## src/rtl/serial_add_pkg.sv

```systemverilog
// Shared types and helpers for the bit-serial adder controller.
package serial_add_pkg;

  typedef enum logic [1:0] {
    IDLE,
    ADD,
    DONE
  } sa_state_t;

  // Bit-counter width: enough to count 0..width-1, never narrower than 1 bit.
  function automatic int unsigned cnt_width(input int unsigned width);
    int unsigned w;
    w = $clog2(width);
    return (w < 1) ? 1 : w;
  endfunction

endpackage

```

## src/rtl/serial_add_ctrl_if.sv

```systemverilog
// Operand/result handshake bundle for serial_add_ctrl.
interface serial_add_ctrl_if #(
  parameter int unsigned WIDTH = 8
);

  logic             in_valid;
  logic             in_ready;
  logic [WIDTH-1:0] a;
  logic [WIDTH-1:0] b;
  logic             c_in;
  logic             out_valid;
  logic             out_ready;
  logic [WIDTH-1:0] sum;
  logic             c_out;
  logic             ovf;
  logic             busy;

  // Producer of operands and consumer of results.
  modport master (
    output in_valid, a, b, c_in, out_ready,
    input  in_ready, out_valid, sum, c_out, ovf, busy
  );

  // The adder controller itself.
  modport slave (
    input  in_valid, a, b, c_in, out_ready,
    output in_ready, out_valid, sum, c_out, ovf, busy
  );

endinterface

```

## src/rtl/dataflow_adder.sv

```systemverilog
// Single-bit full adder shared by every bit position of the serial add.
module dataflow_adder (
  input  logic a,
  input  logic b,
  input  logic c_in,
  output logic s,
  output logic c_out
);

  assign s     = a ^ b ^ c_in;
  assign c_out = (a & b) | (c_in & (a ^ b));

endmodule

```

## src/rtl/serial_add_ctrl.sv

```systemverilog
// Bit-serial adder controller: one full adder stepped LSB-first over WIDTH
// cycles, with valid/ready handshakes for operands and results.
module serial_add_ctrl
  import serial_add_pkg::*;
#(
  parameter int unsigned WIDTH = 8
) (
  input logic              clk,
  input logic              rst_n,
  serial_add_ctrl_if.slave bus
);

  localparam int unsigned CW = cnt_width(WIDTH);

  sa_state_t        state;
  logic [CW-1:0]    cnt;
  logic             carry;
  logic [WIDTH-1:0] a_sr;
  logic [WIDTH-1:0] b_sr;
  logic [WIDTH-1:0] sum_sr;
  logic [WIDTH-1:0] sum_q;
  logic             c_out_q;
  logic             ovf_q;
  logic             out_valid_q;
  logic             in_ready_q;
  logic             busy_q;

  logic             fa_s;
  logic             fa_c;
  logic [WIDTH-1:0] sum_next;
  logic             last_bit;

  dataflow_adder u_fa (
    .a     (a_sr[0]),
    .b     (b_sr[0]),
    .c_in  (carry),
    .s     (fa_s),
    .c_out (fa_c)
  );

  // Next sum shift-register value: new bit enters at the MSB. Built as a
  // shift-then-overwrite so WIDTH=1 needs no zero-width slice.
  always_comb begin
    sum_next            = sum_sr >> 1;
    sum_next[WIDTH-1]   = fa_s;
  end

  assign last_bit = (cnt == CW'(WIDTH - 1));

  // Controller FSM with counter, shift registers and registered result/status.
  always_ff @(posedge clk or negedge rst_n) begin
    if (!rst_n) begin
      state       <= IDLE;
      cnt         <= '0;
      carry       <= 1'b0;
      a_sr        <= '0;
      b_sr        <= '0;
      sum_sr      <= '0;
      sum_q       <= '0;
      c_out_q     <= 1'b0;
      ovf_q       <= 1'b0;
      out_valid_q <= 1'b0;
      in_ready_q  <= 1'b1;
      busy_q      <= 1'b0;
    end else begin
      case (state)
        IDLE: begin
          if (bus.in_valid) begin
            a_sr       <= bus.a;
            b_sr       <= bus.b;
            carry      <= bus.c_in;
            cnt        <= '0;
            state      <= ADD;
            in_ready_q <= 1'b0;
            busy_q     <= 1'b1;
          end
        end
        ADD: begin
          a_sr   <= a_sr >> 1;
          b_sr   <= b_sr >> 1;
          sum_sr <= sum_next;
          carry  <= fa_c;
          if (last_bit) begin
            sum_q       <= sum_next;
            c_out_q     <= fa_c;
            ovf_q       <= carry ^ fa_c;
            out_valid_q <= 1'b1;
            state       <= DONE;
          end else begin
            cnt <= cnt + CW'(1);
          end
        end
        DONE: begin
          if (bus.out_ready) begin
            out_valid_q <= 1'b0;
            in_ready_q  <= 1'b1;
            busy_q      <= 1'b0;
            state       <= IDLE;
          end
        end
        default: begin
          out_valid_q <= 1'b0;
          in_ready_q  <= 1'b1;
          busy_q      <= 1'b0;
          state       <= IDLE;
        end
      endcase
    end
  end

  assign bus.in_ready  = in_ready_q;
  assign bus.out_valid = out_valid_q;
  assign bus.sum       = sum_q;
  assign bus.c_out     = c_out_q;
  assign bus.ovf       = ovf_q;
  assign bus.busy      = busy_q;

endmodule

```

## src/flat_wrapper.sv

```systemverilog
// flat-port wrapper written by rule: the top's interface ports become plain ports
module serial_add_ctrl_flat import serial_add_pkg::*;
#(
  parameter int unsigned WIDTH = 8
)
  (clk, rst_n, bus_in_valid, bus_a, bus_b, bus_c_in, bus_out_ready, bus_in_ready, bus_out_valid, bus_sum, bus_c_out, bus_ovf, bus_busy);
  serial_add_ctrl_if #(.WIDTH(WIDTH)) bus_i ();
  input logic clk;
  input logic rst_n;
  input wire logic [$bits(bus_i.in_valid)-1:0] bus_in_valid;
  input wire logic [$bits(bus_i.a)-1:0] bus_a;
  input wire logic [$bits(bus_i.b)-1:0] bus_b;
  input wire logic [$bits(bus_i.c_in)-1:0] bus_c_in;
  input wire logic [$bits(bus_i.out_ready)-1:0] bus_out_ready;
  output wire logic [$bits(bus_i.in_ready)-1:0] bus_in_ready;
  output wire logic [$bits(bus_i.out_valid)-1:0] bus_out_valid;
  output wire logic [$bits(bus_i.sum)-1:0] bus_sum;
  output wire logic [$bits(bus_i.c_out)-1:0] bus_c_out;
  output wire logic [$bits(bus_i.ovf)-1:0] bus_ovf;
  output wire logic [$bits(bus_i.busy)-1:0] bus_busy;
  assign bus_i.in_valid = bus_in_valid;
  assign bus_i.a = bus_a;
  assign bus_i.b = bus_b;
  assign bus_i.c_in = bus_c_in;
  assign bus_i.out_ready = bus_out_ready;
  assign bus_in_ready = bus_i.in_ready;
  assign bus_out_valid = bus_i.out_valid;
  assign bus_sum = bus_i.sum;
  assign bus_c_out = bus_i.c_out;
  assign bus_ovf = bus_i.ovf;
  assign bus_busy = bus_i.busy;
  serial_add_ctrl #(.WIDTH(WIDTH)) u_core (.clk(clk), .rst_n(rst_n), .bus(bus_i));
endmodule
```

## config.mk

```make
export PLATFORM = sky130hd
export DESIGN_NAME = serial_add_ctrl_flat
export DESIGN_NICKNAME = d
export VERILOG_FILES = /design/src/rtl/serial_add_pkg.sv /design/src/rtl/serial_add_ctrl_if.sv /design/src/rtl/dataflow_adder.sv /design/src/rtl/serial_add_ctrl.sv /design/src/flat_wrapper.sv
export SDC_FILE = /design/constraint.sdc
export NUM_CORES = 1
export LEC_CHECK = 0
export CORE_UTILIZATION = 42
export CTS_BUF_LIST = sky130_fd_sc_hd__clkbuf_4
export CTS_CLUSTER_DIAMETER = 120
export DETAILED_ROUTE_END_ITERATION = 16
export PLACE_DENSITY_LB_ADDON = 0.08
export SLEW_MARGIN = 30
export SYNTH_ARGS = -nofsm -noshare
export SYNTH_HDL_FRONTEND = slang
export SYNTH_HIERARCHICAL = 1
export SYNTH_SLANG_ARGS = --single-unit
```

## constraint.sdc

```tcl
create_clock -name clk -period 4.6 [get_ports clk]
set_input_delay 0.69 -clock clk [delete_from_list [all_inputs] [get_ports clk]]
set_output_delay 0.69 -clock clk [all_outputs]
set_load 0.01 [all_outputs]
```

==> out/metrics.yaml, run 1 <==
synth:
  synth_seq_area_share_pct: 56.48
  synth.avg_cell_area_um2: 12.02
  yosysWarnings: 6
  synth_cell_types: 31
  netlist_area_um2: 1863
  ys_async_sr_fraction_pct: 100.0
  synth.ff_latch_count: 42
  synth-edff-count: 0
  postSynthCellCount: 155
  syn_nets: 179
  synth_ff_type: "dfrtp_1"
timing:
  setup_tns_ps: 0
  slew_headroom_pct: 43.04
  slew_viol_final: 0
  fin_worst_skew_ps: 8.552
  finalHoldViolations: 0
  rsz0062_at_grt: "no"
  fmax_mhz: 452.8
  worst_pin_slew_ps: 854.4
  fin_crit_ps: 2209
  finalCritPeriodShare_pct: 48.01
  finalSetupViolCount: 0
pwr:
  sw_frac_of_total_pct: 35.30
  p_comb_share_pct: 41.2
  clkPwrFrac_pct: 11.8
  powerDensity_nw_per_um2: 643.8
  internal_power_mw: 0.9323
  power_mw: 1.441
  p_seq_share_pct: 47.0
  leakage_nw: 0.9257
  max-vdd-ir-drop_mv: 0.2336
  switching_power_mw: 0.5087
cts:
  htree_levels: 2
  cts_inserted_buffers: 5
  clockBufferDepth: 2
  post-cts-setup-buffers: 0
  cts_resized: 0
  cts_sinks: 42
  cts_tree: "built"
  holdBufCountCts: 0
  clk_pin_slew_ps: 120
  insertion_delay_ps: 350
  cts-root-buf: "clkbuf_4"
worst_setup_path:
  required_ps: 4820
  critical_path_arrival_ps: 2430
  crit_fanout: 19
  path_class: "input port to flip-flop"
  worst_setup_path_start_kind: "input port"
  critPathCaptureType: "flip-flop"
  rr_worst_depth: 2
placed_design:
  placedInstanceArea_um2: 2187
  placed_cells: 227
  numPortBuffers: 33
  gp_congestion: 0.7138
  dp_hpwl_um: 2538
route:
  drc: 0
  drt_iter0_markers: 116
  final_antenna_net_count: 0
  first_pass_iters: 4
  wire_per_inst_um: 16.75
  vias: 1370
  vias_per_cell: 5.830
  wl_um: 3936
global_routing:
  grt_use_total_pct: 19.11
  grt_pass1_wl_um: 6348
  antenna_found_initial: 0
  grt_max_degree: 43
  grt_pass1_vias: 1284
  overflow: 0
final_layout:
  fin_util_pct: 54.39
  regArea_um2: 1052
  area_delta_synth_final_pct: 20.15
  drive_gt1_share_pct: 15.14
  instances_no_fill: 235
  fin_nets: 208
  num_antenna_cells: 0
  multi_input_area_um2: 735.7
  n_fill_cell: 369
  stdcell_area_um2: 2238
floorplan:
  rows: 23
  start_util_pct: 45.27
  die-area_um2: 4706
  coreArea_um2: 4115
  io_pins: 34
  die_h_um: 68.60
  die_w_um: 68.60
status:
  status: "finished clean"
job:
  cap_violations: 0
min_path:
  hold_path_class: "input port to asynchronous set/reset pin"
[area by class of cell]
class | count | area share, %
Clock buffer | 5 | 1.677
Sequential cell | 42 | 47.01
Timing Repair Buffer | 33 | 14.65
Inverter | 3 | 0.5031
Tap cell | 50 | 2.795
Clock inverter | 3 | 0.5031
Multi-Input combinational cell | 99 | 32.87
[cells by family after synthesis]
logic type | share of synthesized area [%]
DFF | 56.48
muxes | 11.08
xor gates and xnor gates | 0.4702
and+or+nand+nor | 5.909
AOI/OAI and AO/OA | 19.61
buffers and inverters | 4.029
adders and majority gates | 2.418
[critical path, stage by stage]
cell and delay [ps]:
clkdlybuf4s50_1 930, nand2b_1 470, o22ai_1 230, a21oi_1 100
[cell usage after synthesis (2+ instances only)]
| cell | instances | share of area [%] |
|---|---|---|
| nand2_1 | 4 | 0.81 |
| o221a_2 | 2 | 1.2 |
| nand3b_1 | 2 | 0.81 |
| dfrtp_1 | 41 | 55 |
| nor2_1 | 4 | 0.81 |
| o22ai_1 | 25 | 8.4 |
| a21oi_1 | 17 | 4.6 |
| nand2b_1 | 4 | 1.3 |
| buf_2 | 8 | 2.1 |
| a22oi_1 | 2 | 0.81 |
| inv_1 | 2 | 0.40 |
| o21ai_0 | 7 | 1.9 |
| ha_1 | 2 | 1.3 |
| mux2_4 | 7 | 5.6 |
| o2bb2ai_1 | 4 | 1.9 |
| mux2_2 | 9 | 5.4 |
[per-layer routing]
metal	track usage (%)	routed length (um)	vias up
met5	0	0	-
met4	7.813	58	0
met3	5.099	242	5
met2	28.92	1771	40
met1	25.84	1864	685
li1	-	-	640
[state kept, by name, summed over array words and instances (netlist names), 2 cells and up]
signal	flops
u_core/a_sr	8
u_core/b_sr	8
u_core/bus.sum	8
u_core/cnt	3
u_core/state	2
u_core/sum_sr	7
[per-stage QoR]
step | hold WS [ps] | setup WS (ps)
floorplan | 394.4 | 3022
global placement | 462.4 | 2131
detailed placement | 471.0 | 2039
CTS | 481.7 | 2421
global route | 321.5 | 2234
finish | 299.7 | 2391
[path summary, 6_finish.rpt]
path / startpoint / to / slack [ps]
setup / recovery: bus_in_valid / u_core/a_sr[6] / 2390
hold / removal: rst_n / u_core/bus.sum[6] / 300
setup reg to reg: u_core/state[1] / u_core/sum_sr[3] / 2730
hold reg to reg: u_core/bus.ovf / u_core/bus.ovf / 500
max in group asynchronous: rst_n / u_core/b_sr[4] / 3920
min in group clk: u_core/bus.ovf / u_core/bus.ovf / 500
[power by group through the flow]
stage / sequential [mW] / combinational (mW) / clock (mW)
after floorplan: 0.665 / 0.400 / 0
after global placement: 0.677 / 0.571 / 0
after detailed placement: 0.683 / 0.596 / 0
after CTS: 0.675 / 0.599 / 0.179
after global routing: 0.704 / 0.658 / 0.195
final: 0.677 / 0.594 / 0.169
[placed cells by master, fill, tap and decap left out]
| master | instances |
|---|---|
| buf_4 | 1 |
| nor2_2 | 1 |
| nand2b_1 | 4 |
| fa_1 | 1 |
| or2_1 | 1 |
| o21ai_0 | 7 |
| nor2_1 | 4 |
| dfrtp_1 | 41 |
| nor3_1 | 1 |
| xnor2_1 | 1 |
| o2bb2ai_1 | 4 |
| nand3b_2 | 1 |
| clkdlybuf4s50_1 | 32 |
| nor2b_1 | 1 |
| mux2_2 | 9 |
| a2bb2oi_1 | 1 |
| inv_2 | 1 |
| o31ai_1 | 1 |
| nand2_1 | 4 |
| nand3_1 | 1 |
| clkbuf_4 | 5 |
| clkinv_1 | 3 |
| inv_1 | 2 |
| a22oi_1 | 2 |
| dfstp_2 | 1 |
| ha_1 | 2 |
| mux2_4 | 7 |
| a21oi_1 | 17 |
| o22ai_1 | 25 |
| o221a_2 | 2 |
| nand3b_1 | 2 |
Power figures use the tool's default switching activity.
==> run 2: changes to the inputs <==
==> constraint.sdc (replaced) <==
create_clock -name clk -period 1.89 [get_ports clk]
set_input_delay 0.2835 -clock clk [delete_from_list [all_inputs] [get_ports clk]]
set_output_delay 0.2835 -clock clk [all_outputs]
set_load 0.01 [all_outputs]
==> run 2 against run 1 <==
  * Clock skew rose by 3.6 ps
  * Combinational power grew to 2.6 times the previous value
  * Cell area grew 3.5%
  * Sequential share of layout area decreased by 1.6 points
  * Non-clock buffer count increased by 8
  * Global-route usage up 0.15 points
  * Clock power grew to 2.5 times the previous value
  * Die area is the same
  * Hold slack gained 120 ps
==> out/metrics.yaml, run 2 (same netlist as run 1, synthesis figures left out) <==
cts:
  htree_levels: 2  # unchanged
  cts_sinks: 42  # unchanged
  clockBufferDepth: 2  # unchanged
  cts_inserted_buffers: 5  # unchanged
  cts_tree: "built"
  cts-root-buf: "clkbuf_4"
  insertion_delay_ps: 350  # about the same
  clk_pin_slew_ps: 130  # about the same
timing:
  finalSetupViolCount: 0  # unchanged
  fmax_mhz: 570.5
  worst_pin_slew_ps: 545.4  # -309.0 ps
  rsz0062_at_grt: "no"
  finalCritPeriodShare_pct: 92.74
  fin_worst_skew_ps: 12.14  # +3.591 ps
  setup_tns_ps: 0  # unchanged
  slew_headroom_pct: 63.64  # +21 points
  slew_viol_final: 0  # unchanged
  fin_ws_ps: 137.2  # -2254 ps
  finalHoldViolations: 0  # unchanged
  fin_crit_ps: 1753
route:
  drt_iter0_markers: 95  # -18%
  wl_um: 4028  # +2.3%
  vias: 1391  # +1.5%
  final_antenna_net_count: 0  # unchanged
  drc: 0  # unchanged
  vias_per_cell: 5.724  # -1.8%
  first_pass_iters: 4  # unchanged
  wire_per_inst_um: 16.58  # -1.0%
floorplan:
  rows: 23  # unchanged
  die_h_um: 68.60  # unchanged
  die_w_um: 68.60  # unchanged
  io_pins: 34  # unchanged
  coreArea_um2: 4115  # unchanged
  start_util_pct: 45.27  # unchanged
  die-area_um2: 4706  # unchanged
final_layout:
  area_delta_synth_final_pct: 24.31
  final_cell_mix: "dfrtp_1 (41), clkdlybuf4s50_1 (32), o22ai_1 (25)"
  drive_gt1_share_pct: 19.17  # +4.0 points
  fin_nets: 216  # +3.8%
  layout_commonest_cell: "dfrtp_1"
  num_antenna_cells: 0  # unchanged
worst_setup_path:
  crit_fanout: 12  # -7
  path_class: "flip-flop to flip-flop"
  critical_path_arrival_ps: 1990  # -440 ps
  worst_setup_path_start_kind: "flip-flop"
  required_ps: 2130  # -2690 ps
  critPathCaptureType: "flip-flop"
global_routing:
  grt_pass1_vias: 1365  # +6.3%
  overflow: 0  # unchanged
  grt_max_degree: 23  # -47%
  antenna_found_initial: 0  # unchanged
  grt_use_met1_pct: 26.22  # +0.37 points
  grt_use_total_pct: 19.27  # +0.15 points
  top_usage_layer: "met2"
  met2_usage_pct: 30.02  # +1.1 points
  grt_pass1_wl_um: 6561  # +3.4%
  grt.met3_usage_pct: 4.276  # -0.82 points
pwr:
  max-vdd-ir-drop_mv: 0.8314  # +260%
  p_comb_share_pct: 43.1  # +1.9 points
  leakage_nw: 0.9684  # +4.6%
  sw_frac_of_total_pct: 35.36  # +0.058 points
  switching_power_mw: 1.274  # +150%
  internal_power_mw: 2.328  # +150%
  powerDensity_nw_per_um2: 1555  # +140%
  clkPwrFrac_pct: 11.8  # about the same
  p_seq_share_pct: 45.1  # -1.9 points
job:
  cap_violations: 0  # unchanged
placed_design:
  dp_hpwl_um: 2800  # +10%
  pre_cts_ws_ps: 149.2  # -1890 ps
  numPortBuffers: 33  # unchanged
  gp_congestion: 0.7457  # +4.5%
min_path:
  hold_path_class: "input port to asynchronous set/reset pin"
status:
  status: "finished clean"
## run 2: routing by layer
metal  up-vias  routed length (um)
li1        650                   -
met3         5                 205
met2        39                1876
met5         -                   0
met4         0                  40
met1       697                1905
## run 2: path summary, 6_finish.rpt
path	from	end	slack (ps)	cells after the start
max in group asynchronous	rst_n	u_core/a_sr[7]	970	3
worst max register to register	u_core/cnt[0]	u_core/bus.sum[2]	140	4
worst min-delay path	rst_n	u_core/bus.sum[6]	420	2
worst max-delay path	u_core/cnt[0]	u_core/bus.sum[2]	140	4
min in group clk	bus_b[7]	u_core/b_sr[7]	490	3
worst min register to register	u_core/bus.in_ready	u_core/bus.in_ready	510	2
## run 2: area by class of cell
type	count	area, um2
Clock inverter	3	16.27
Inverter	3	11.26
Sequential cell	42	1052
Multi-Input combinational cell	99	735.7
Fill cell	344	1799
Clock buffer	5	37.54
Tap cell	50	62.56
Timing Repair Buffer	41	400.4
## run 2: timing repair
action,CTS,global route
gates resized for setup,0,0
hold buffers,1,0
buffers inserted,0,0
endpoints found under the hold margin,20,0
## run 2: power groups by stage
stage	registers, mW	logic [mW]	clock network, mW
detailed placement	1.64	1.55	0
CTS	1.62	1.56	0.448
finish	1.63	1.55	0.426
global route	1.67	1.71	0.485
floorplan	1.62	0.973	0
global placement	1.61	1.49	0
## run 2: stage by stage
step / cell area, um2 / hold WS, ps / total power, mW / cells / util, %
after floorplan: 1863 / -12.09 / 2.591 / 155 / -
after global placement: 2252 / 285.3 / 3.095 / 234 / 54.73
after detailed placement: 2252 / 291.5 / 3.189 / 234 / 54.73
after CTS: 2316 / 427.1 / 3.625 / 243 / 56.28
after global routing: 2316 / 452.8 / 3.863 / 243 / 56.28
final: 2316 / 416.9 / 3.601 / 243 / 56.28
## run 2: critical path: stages (launching register included)
cell	delay, ps
dfrtp_1	420
ha_1	170
ha_1	300
nand3b_2	350
mux2_4	400
==> run 3: changes to the inputs <==
--- a/config.mk
+++ b/config.mk
@@ -5,6 +5,7 @@
 export SDC_FILE = /design/constraint.sdc
 export NUM_CORES = 1
 export LEC_CHECK = 0
+export CORE_MARGIN = 3
 export CORE_UTILIZATION = 42
 export CTS_BUF_LIST = sky130_fd_sc_hd__clkbuf_4
 export CTS_CLUSTER_DIAMETER = 120
==> run 3 against run 2 <==
  * Clock skew shrank 5.7 ps
  * Flip-flop and latch count is the same
  * Critical path depth shrank 3
  * Clock-buffer cell count grew 2
  * Power grew 2.8%
  * Clock power grew 36%
  * Final cell count is the same
  * Non-clock buffer count is the same
  * Utilization grew 0.51 points
  * Combinational power shrank 5%
  * Critical endpoint is now bus_in_ready
  * Highest routed layer unchanged
==> out/metrics.yaml, run 3 (same netlist as run 1, synthesis figures left out) <==
floorplan:
  rows: 23  # unchanged
  die_h_um: 72.60  # +5.8%
  start_util_pct: 44.96  # -0.31 points
  coreArea_um2: 4144  # +0.70%
  die-area_um2: 5271  # +12%
  die_w_um: 72.60  # +5.8%
  io_pins: 34  # unchanged
worst_setup_path:
  crit_fanout: 3  # -9
  required_ps: 1610  # -520 ps
  slowest_delay_ps: 550  # +130 ps
  path_delay_family: "flip-flops"
  worst_setup_path_start_kind: "flip-flop"
  critical_path_arrival_ps: 1420  # -570 ps
  critPathCaptureType: "primary output"
  path_cells: "clkdlybuf4s50_1"
  crit_buf_inv: 1  # +1
  path_class: "flip-flop to primary output"
  cpMaxStageDelayCell: "dfstp_2"
timing:
  finalHoldViolations: 0  # unchanged
  fin_ws_ps: 185.3  # +48.10 ps
  fin_worst_skew_ps: 6.468  # -5.675 ps
  worst_pin_slew_ps: 480.6  # -64.73 ps
  rsz0062_at_grt: "no"
  fmax_mhz: 586.6  # +2.8%
  finalCritPeriodShare_pct: 90.20  # -2.5 points
  fin_crit_ps: 1705  # -48.10 ps
  slew_viol_final: 0  # unchanged
  slew_headroom_pct: 67.92  # +4.3 points
  setup_tns_ps: 0  # unchanged
  holdWs_ps: 447.2  # +30.25 ps
  finalSetupViolCount: 0  # unchanged
status:
  status: "finished clean"
global_routing:
  overflow: 0  # unchanged
  grt_pass1_wl_um: 6465  # -1.5%
  grt_max_degree: 43  # +87%
  grt_pass1_vias: 1409  # +3.2%
  antenna_found_initial: 0  # unchanged
  grt_use_total_pct: 15.36  # -3.9 points
route:
  first_pass_iters: 4  # unchanged
  vias: 1363  # -2.0%
  drc: 0  # unchanged
  final_antenna_net_count: 0  # unchanged
  vias_per_cell: 5.609  # -2.0%
  wire_per_inst_um: 15.55  # -6.2%
  wl_um: 3778  # -6.2%
  drt_iter0_markers: 49  # -48%
pwr:
  leakage_nw: 0.9971  # +3.0%
  max-vdd-ir-drop_mv: 0.7294  # -12%
  powerDensity_nw_per_um2: 1573  # +1.2%
final_layout:
  final_cell_mix: "dfrtp_1 (41), clkdlybuf4s50_1 (32), o22ai_1 (25)"
  drive_gt1_share_pct: 19.69  # +0.52 points
  fin_nets: 216  # unchanged
  n_fill_cell: 363  # +5.5%
  fin_util_pct: 56.79  # +0.51 points
  area_delta_synth_final_pct: 26.33
  layout_commonest_cell: "dfrtp_1"
  num_antenna_cells: 0  # unchanged
job:
  cap_violations: 0  # unchanged
cts:
  clk_pin_slew_ps: 120  # about the same
  cts-root-buf: "clkbuf_4"
  cts_tree: "built"
  cts_sinks: 42  # unchanged
  clockBufferDepth: 2  # unchanged
  htree_levels: 2  # unchanged
  cts_inserted_buffers: 5  # unchanged
  insertion_delay_ps: 330  # -20 ps
placed_design:
  numPortBuffers: 33  # unchanged
  gp_congestion: 0.8140  # +9.2%
  dp_hpwl_um: 2610  # -6.8%
  pre_cts_ws_ps: 140.7  # -8.429 ps
min_path:
  hold_path_class: "input port to asynchronous set/reset pin"
## run 3: cell types whose count changed in the layout (fill, tap and decap cells not counted)
cell / before / now
clkinvlp_4: 1 / 0
bufinv_16: 0 / 1
nand3b_2: 1 / 0
clkinv_1: 1 / 0
clkbuf_4: 5 / 7
nand3b_4: 0 / 1
clkinv_2: 1 / 0
## run 3: cell type report
type                    instances  area, um2  area share (%)
inverters                       3      11.26          0.4785
multi-input cells              99      744.5           31.63
clock inverters                 1      30.03           1.276
repair buffers                 41      400.4           17.01
flip-flops and latches         42       1052           44.71
clock buffers                   7      52.55           2.233
well taps                      50      62.56           2.658
## run 3: stage by stage
step | instance area (um2) | total power, mW | std cells
2_1_floorplan | 1863 | 2.591 | 155
3_3_place_gp | 2252 | 3.068 | 234
3_5_place_dp | 2252 | 3.148 | 234
4_1_cts | 2345 | 3.733 | 243
5_1_grt | 2354 | 3.971 | 243
6_report | 2354 | 3.703 | 243
## run 3: tightest hold or removal path, stage by stage
cell and delay, ps:
dlygate4sd3_1 530, buf_2 120, buf_12 230
## run 3: path summary, 6_finish.rpt
check                                    start                  end  slack [ps]  cells past startpoint
min in group clk                      bus_b[7]       u_core/b_sr[7]         490                      3
max in group asynchronous                rst_n  u_core/bus.in_ready        1180                      3
hold / removal                           rst_n    u_core/bus.sum[4]         450                      3
setup reg to reg                 u_core/cnt[0]    u_core/bus.sum[0]         250                      4
hold reg to reg                 u_core/bus.ovf       u_core/bus.ovf         500                      2
setup / recovery           u_core/bus.in_ready         bus_in_ready         190                      1
## run 3: timing repair
action,in CTS,in global routing
hold endpoints to repair,41,0
setup endpoints to repair,0,2
hold buffers,1,0
gates resized for setup,0,1
buffers inserted,0,0
## run 3: power breakdown
group | internal, mW | switching, mW
logic | 0.853 | 0.626
clock network | 0.310 | 0.271
registers | 1.32 | 0.326
total | 2.48 | 1.22
## run 3: metal layers
metal	part of all wire (%)	vias to the layer above	track usage (%)	wire length (um)
li1	-	654	-	-
met1	46	673	20.20	1730
met2	49	30	25.35	1860
met3	3.7	6	3.168	140
met4	1.2	0	5.123	46
met5	0	-	0	0
